### config.mk
export PLATFORM = sky130hd
export DESIGN_NAME = aes_round_sequencer
export DESIGN_NICKNAME = d
export VERILOG_FILES = /design/src/rtl/aes_round_sequencer.sv
export SDC_FILE = /design/constraint.sdc
export NUM_CORES = 1
export LEC_CHECK = 0
export BUFFER_PORTS_ARGS = -buffer_cell sky130_fd_sc_hd__buf_2
export CORE_ASPECT_RATIO = 0.6
export CORE_MARGIN = 2
export CORE_UTILIZATION = 45
export CTS_BUF_LIST = sky130_fd_sc_hd__clkbuf_4
export CTS_CLUSTER_DIAMETER = 80
export CTS_CLUSTER_SIZE = 16
export DETAILED_ROUTE_END_ITERATION = 12
export GPL_TIMING_DRIVEN = 0
export PLACE_DENSITY = 0.74
export SLEW_MARGIN = 25
export SYNTH_ARGS = -nofsm -noshare
export SYNTH_HDL_FRONTEND = slang
export SYNTH_SLANG_ARGS = --single-unit
export TNS_END_PERCENT = 50
### constraint.sdc
create_clock -name clk -period 7.6 [get_ports clk]
set_clock_uncertainty 0.15 [all_clocks]
set_input_delay 1.14 -clock clk [delete_from_list [all_inputs] [get_ports clk]]
set_output_delay 1.14 -clock clk [all_outputs]
set_load 0.1 [all_outputs]
### src/rtl/aes_round_sequencer.sv
// aes_round_sequencer: control FSM that walks an AES datapath through
// INIT (AddRoundKey only), Nr-1 full rounds and a FINAL round without
// (Inv)MixColumns. It also issues the round-key index for either direction.
// Optional feature: define AES_ROUND_SEQ_STEP_EN to add a 'step' input.
// With that input present, INIT, ROUND and FINAL advance only on cycles where
// step is high.
// Each output is registered from the next-state decode, so it lines up with
// the state register during the same cycle.
module aes_round_sequencer (
    input  logic       clk,
    input  logic       reset,
    input  logic       start,
    input  logic [1:0] mode,
    input  logic       decrypt,
    input  logic       abort,
`ifdef AES_ROUND_SEQ_STEP_EN
    input  logic       step,
`endif
    output logic       busy,
    output logic       done,
    output logic       err_mode,
    output logic [3:0] round_idx,
    output logic [3:0] key_idx,
    output logic       load_state,
    output logic       add_key_only,
    output logic       skip_mix,
    output logic       capture
);

    typedef enum logic [2:0] {
        IDLE  = 3'd0,
        INIT  = 3'd1,
        ROUND = 3'd2,
        FINAL = 3'd3,
        DONE  = 3'd4
    } state_t;

    state_t     state_q, state_d;
    logic [3:0] cnt_q, cnt_d;
    logic [1:0] mode_q, mode_d;
    logic       dec_q, dec_d;
    logic       err_d;
    logic       advance;
    logic [3:0] nr_q, nr_d;

    logic       busy_d;
    logic [3:0] round_d;
    logic [3:0] key_d;

    // Number of rounds for a key-size code; code 11 never reaches the latch
    function automatic logic [3:0] nr_of(input logic [1:0] m);
        case (m)
            2'b00:   nr_of = 4'd10;
            2'b01:   nr_of = 4'd12;
            2'b10:   nr_of = 4'd14;
            default: nr_of = 4'd0;
        endcase
    endfunction

    // Round-advance qualifier: every cycle, or only on step pulses
    always_comb begin
`ifdef AES_ROUND_SEQ_STEP_EN
        advance = step;
`else
        advance = 1'b1;
`endif
    end

    // Nr follows the latched key size
    always_comb begin
        nr_q = nr_of(mode_q);
        nr_d = nr_of(mode_d);
    end

    // State, operation-parameter and round-counter registers
    always_ff @(posedge clk or negedge reset) begin
        if (!reset) begin
            state_q <= IDLE;
            cnt_q   <= '0;
            mode_q  <= '0;
            dec_q   <= 1'b0;
        end else begin
            state_q <= state_d;
            cnt_q   <= cnt_d;
            mode_q  <= mode_d;
            dec_q   <= dec_d;
        end
    end

    // Next-state, counter and latch logic; abort wins over every advance
    always_comb begin
        state_d = state_q;
        cnt_d   = cnt_q;
        mode_d  = mode_q;
        dec_d   = dec_q;
        err_d   = 1'b0;
        case (state_q)
            IDLE: begin
                if (start) begin
                    if (mode == 2'b11) begin
                        err_d = 1'b1;
                    end else begin
                        mode_d  = mode;
                        dec_d   = decrypt;
                        cnt_d   = '0;
                        state_d = INIT;
                    end
                end
            end
            INIT: begin
                if (abort) begin
                    cnt_d   = '0;
                    state_d = IDLE;
                end else if (advance) begin
                    cnt_d   = 4'd1;
                    state_d = ROUND;
                end
            end
            ROUND: begin
                if (abort) begin
                    cnt_d   = '0;
                    state_d = IDLE;
                end else if (advance) begin
                    // Once the last full round is reached, jump straight to
                    // Nr. This keeps the counter bounded by the latched
                    // key size.
                    if ((cnt_q >= nr_q - 4'd1) || (cnt_q >= 4'd13)) begin
                        cnt_d   = nr_q;
                        state_d = FINAL;
                    end else begin
                        cnt_d = cnt_q + 4'd1;
                    end
                end
            end
            FINAL: begin
                if (abort) begin
                    cnt_d   = '0;
                    state_d = IDLE;
                end else if (advance) begin
                    cnt_d   = '0;
                    state_d = DONE;
                end
            end
            DONE: begin
                cnt_d   = '0;
                state_d = IDLE;
            end
            default: begin
                cnt_d   = '0;
                state_d = IDLE;
            end
        endcase
    end

    // Output decode of the upcoming state and counter
    always_comb begin
        busy_d  = (state_d == INIT) || (state_d == ROUND) || (state_d == FINAL);
        round_d = busy_d ? cnt_d : '0;
        key_d   = '0;
        if (busy_d) begin
            key_d = dec_d ? (nr_d - cnt_d) : cnt_d;
        end
    end

    // Registered outputs, all cleared while reset is held
    always_ff @(posedge clk or negedge reset) begin
        if (!reset) begin
            busy         <= 1'b0;
            done         <= 1'b0;
            err_mode     <= 1'b0;
            round_idx    <= '0;
            key_idx      <= '0;
            load_state   <= 1'b0;
            add_key_only <= 1'b0;
            skip_mix     <= 1'b0;
            capture      <= 1'b0;
        end else begin
            busy         <= busy_d;
            done         <= (state_d == DONE);
            err_mode     <= err_d;
            round_idx    <= round_d;
            key_idx      <= key_d;
            load_state   <= (state_d == INIT);
            add_key_only <= (state_d == INIT);
            skip_mix     <= (state_d == FINAL);
            capture      <= (state_d == FINAL);
        end
    end

endmodule

==> reports/results.tsv <==
stage	metric	value	unit
status	run status	finished, final reports clean	
cells_and_area	# diodes	0	
floorplan	Die Span X	72.89	um
cts	clock input transition at the sequential cells of the worst setup and hold paths	0.13	ns
global_route	vias in the first global route	904	
power	Lkg Pwr	0.0007602	uW
synth	Syn Inst Count	120	
worst_setup_path	Reg2Reg Depth	13	
synth	post-synthesis register bit count	22	
floorplan	initial core utilization	49.09	%
cts	worst skew pair latency	0.31	ns
worst_setup_path	Max stage delay on crit path	0.51	ns
timing	Fmax	0.2674	GHz
worst_setup_path	crit-path leading delay family	compound AO/OA/AOI/OAI gates	
cts	CTS tree	yes	
floorplan	die area	3304	um2
global_route	largest net degree at the start of global routing	23	
synth	Mapped Area	1281	um2
power	clock group share of total power	19.4	%
worst_setup_path	Crit Path Max Fanout	5	
synth	Yosys cell types	43	
timing	RSZ-0062 raised after global routing	false	
cts	H-tree level count	1	
detailed_routing	1st-iter DRT viols	45	
detailed_routing	Post-Route WL	2.489	mm
placement	Placed Instance Area	1426	um2
synth	sequential share of the synthesized area	42.97	%
detailed_routing	Vias/cell	5.316	
cts	post-CTS sizing	0	
worst_setup_path	Slowest cell on crit path	or4b_4	
timing	Slew Limit Fails	0	
worst_setup_path	critical path launch point type	input port	
power	Gate power share	48.4	%
cells_and_area	Layout Nets	165	
detailed_routing	DR WL/cell	14.06	um
worst_setup_path	CP most frequent cell	ha_1	
power	internal power	255.9	uW
detailed_routing	Residual DRC	0	
cts	# clock sinks	22	
synth	yosys warns	0	
worst_setup_path	Crit path depth	11	
timing	max_slew headroom	49.76	%
timing	Worst Tran Pin Value	0.7431	ns
placement	IO buf count	21	
cts	clk root buf	clkbuf_4	
synth	top-area cell type share of the netlist area	42.97	%
cells_and_area	final std cells w/o fill	177	
power	Sw Ratio	44.32	%
synth	synth top area cells	dfrtp_1 43%, ha_1 11%, nor2_1 3.5%	
synth	Mean Syn Cell Area	10.68	um2
placement	post-detailed-placement half-perimeter wirelength	1.967	mm
floorplan	Rows	14	
cells_and_area	P&R area growth vs syn	15.43	%
worst_setup_path	CP Data Arrival Time	3.80	ns
synth	number of enable flip-flop cells after synthesis	0	
global_route	GRT overflow	0	
timing	Min Clock Period, post-route	3.739	ns
run	Max Cap Viol	0	
detailed_routing	via count	941	
worst_setup_path	endpoint class of the critical path	flip-flop	
synth	most frequent cells after synthesis	22 x dfrtp_1, 12 x nor2_1, 11 x ha_1	
timing	Setup TNS Final	0	ns
timing	final setup vio count	0	
cells_and_area	final instance area	1479	um2
detailed_routing	DRT Pass-1 Iters	4	
synth	most common cell in the netlist	dfrtp_1	
timing	Final period util	49.20	%
cts	Setup Fix Bufs, Post-CTS	0	
synth	Net Count, Synth	139	
power	Reg power frac	32.2	%
global_route	global-route wire length before repair	4.284	mm
worst_setup_path	worst endpoint required time	7.66	ns
cts	hold buffers post-CTS	0	
floorplan	Die Ht	45.33	um
placement	GP Congestion	0.8357	
placement	number of cells after detailed placement	173	
synth	post-synth top area cell	dfrtp_1	
cells_and_area	share of cells above drive strength 1	28.28	%
worst_hold_path	Hold Crit Class	flip-flop to flip-flop	
worst_setup_path	critical path, cell by cell	buf_2 > or4b_4 > o22ai_1 > inv_1 > ha_1 > ha_1 > nor2_1 > xnor2_1 > a2111oi_2 > a211oi_2 > mux2_4	
cts	total CTS buffers	3	
cts	CTS Buffer Depth	2	
worst_hold_path	hold depth	2	
worst_setup_path	Setup CP Type	input port to flip-flop	
floorplan	I/O pin cnt	22	
detailed_routing	Routed Antenna Nets	0	
timing	final hold vios	0	
power	power per cell area	310.8	nW/um2
floorplan	core area	2610	um2
power	Switch Pwr	203.7	uW
synth	ys async rst share	100.0	%
global_route	All-Layer GR Usage	17.52	%
global_route	initial antenna violation count	0	
synth	Synth Flop Type	dfrtp_1	
worst_setup_path	WP buf/inv	2	
power	peak supply drop	0.2420	mV
[worst register-to-register path, cell delays in order, from the launching register on]
cell	delay [ns]
dfrtp_1	0.42
inv_1	0.12
ha_1	0.17
nor2_1	0.05
ha_1	0.27
nand2_1	0.06
o221ai_1	0.38
mux2i_1	0.32
a2bb2oi_1	0.41
ha_1	0.22
nand2_1	0.08
a211o_1	0.25
a211oi_2	0.27
mux2_4	0.32
[metal layers]
metal / vias up / part of all wire [%] / GRT usage (%)
met1: 444 / 51 / 23.88
met4: 0 / 0.40 / 3.333
li1: 469 / - / -
met5: - / 0 / 0
met2: 26 / 43 / 27.09
met3: 2 / 6.1 / 6.696
[registers in the layout, indices dropped and copies added, names as in the netlist]
signal	flops
add_key_only	1
busy	1
capture	1
cnt_q	4
dec_q	1
done	1
err_mode	1
key_idx	4
mode_q	2
round_idx	3
state_q	3
[power by group through the flow]
stage | Combinational (uW) | Clock, uW | Sequential, uW
finish | 223 | 89.1 | 148
global route | 242 | 97.2 | 150
CTS | 223 | 91.4 | 148
detailed placement | 221 | 0 | 150
global placement | 218 | 0 | 149
floorplan | 120 | 0 | 210
[final cells by class]
cell class / instances / area [um2]
clock inverter: 1 / 30.03
clock buffer: 3 / 22.52
fill: 227 / 1131
inverter: 10 / 37.54
multi-input combinational: 82 / 656.9
timing repair buffer: 21 / 105.1
sequential: 22 / 550.5
buffer: 6 / 36.28
tap: 32 / 40.04
[cell usage in the layout, fill, tap and decap left out, drive strengths merged, types with 4 or more instances in the layout]
| cell type | Yosys | final |
|---|---|---|
| a21oi | 5 | 5 |
| dfrtp | 22 | 22 |
| clkbuf | 1 | 4 |
| inv | 10 | 10 |
| nand2 | 9 | 9 |
| ha | 11 | 11 |
| o21ai | 4 | 4 |
| buf | 5 | 26 |
| nor2 | 13 | 13 |
[per-stage QoR]
step	hold slack (ns)	util [%]	worst slack, ns	power (uW)
finish	0.4080	56.66	3.861	459.7
global route	0.4446	56.66	3.698	489.3
global placement	0.3820	54.65	3.605	367.2
floorplan	0.3639	-	3.930	330.1
CTS	0.4191	56.66	3.868	462.7
detailed placement	0.3911	54.65	3.532	371.4
[logic make-up (layout without fill, tap and decap cells)]
family | Yosys count | in the layout | share of synthesized area, %
muxes | 3 | 3 | 3.711
adders and majority gates | 12 | 12 | 12.30
AOI/OAI and AO/OA | 24 | 24 | 14.65
and+or+nand+nor | 38 | 38 | 17.19
DFF | 22 | 22 | 42.97
xor gates and xnor gates | 5 | 5 | 3.419
buffers and inverters | 16 | 41 | 5.762
[final timing paths]
kind                       startpoint          to  slack [ns]
setup / recovery                start  key_idx[3]        3.86
hold / removal                  dec_q       dec_q        0.41
setup reg to reg            mode_q[0]  key_idx[3]        4.02
hold reg to reg                 dec_q       dec_q        0.41
max in group asynchronous       reset   mode_q[0]        6.34
min in group asynchronous       reset        done        0.62
Note: power is estimated with default switching activity, not from simulation.
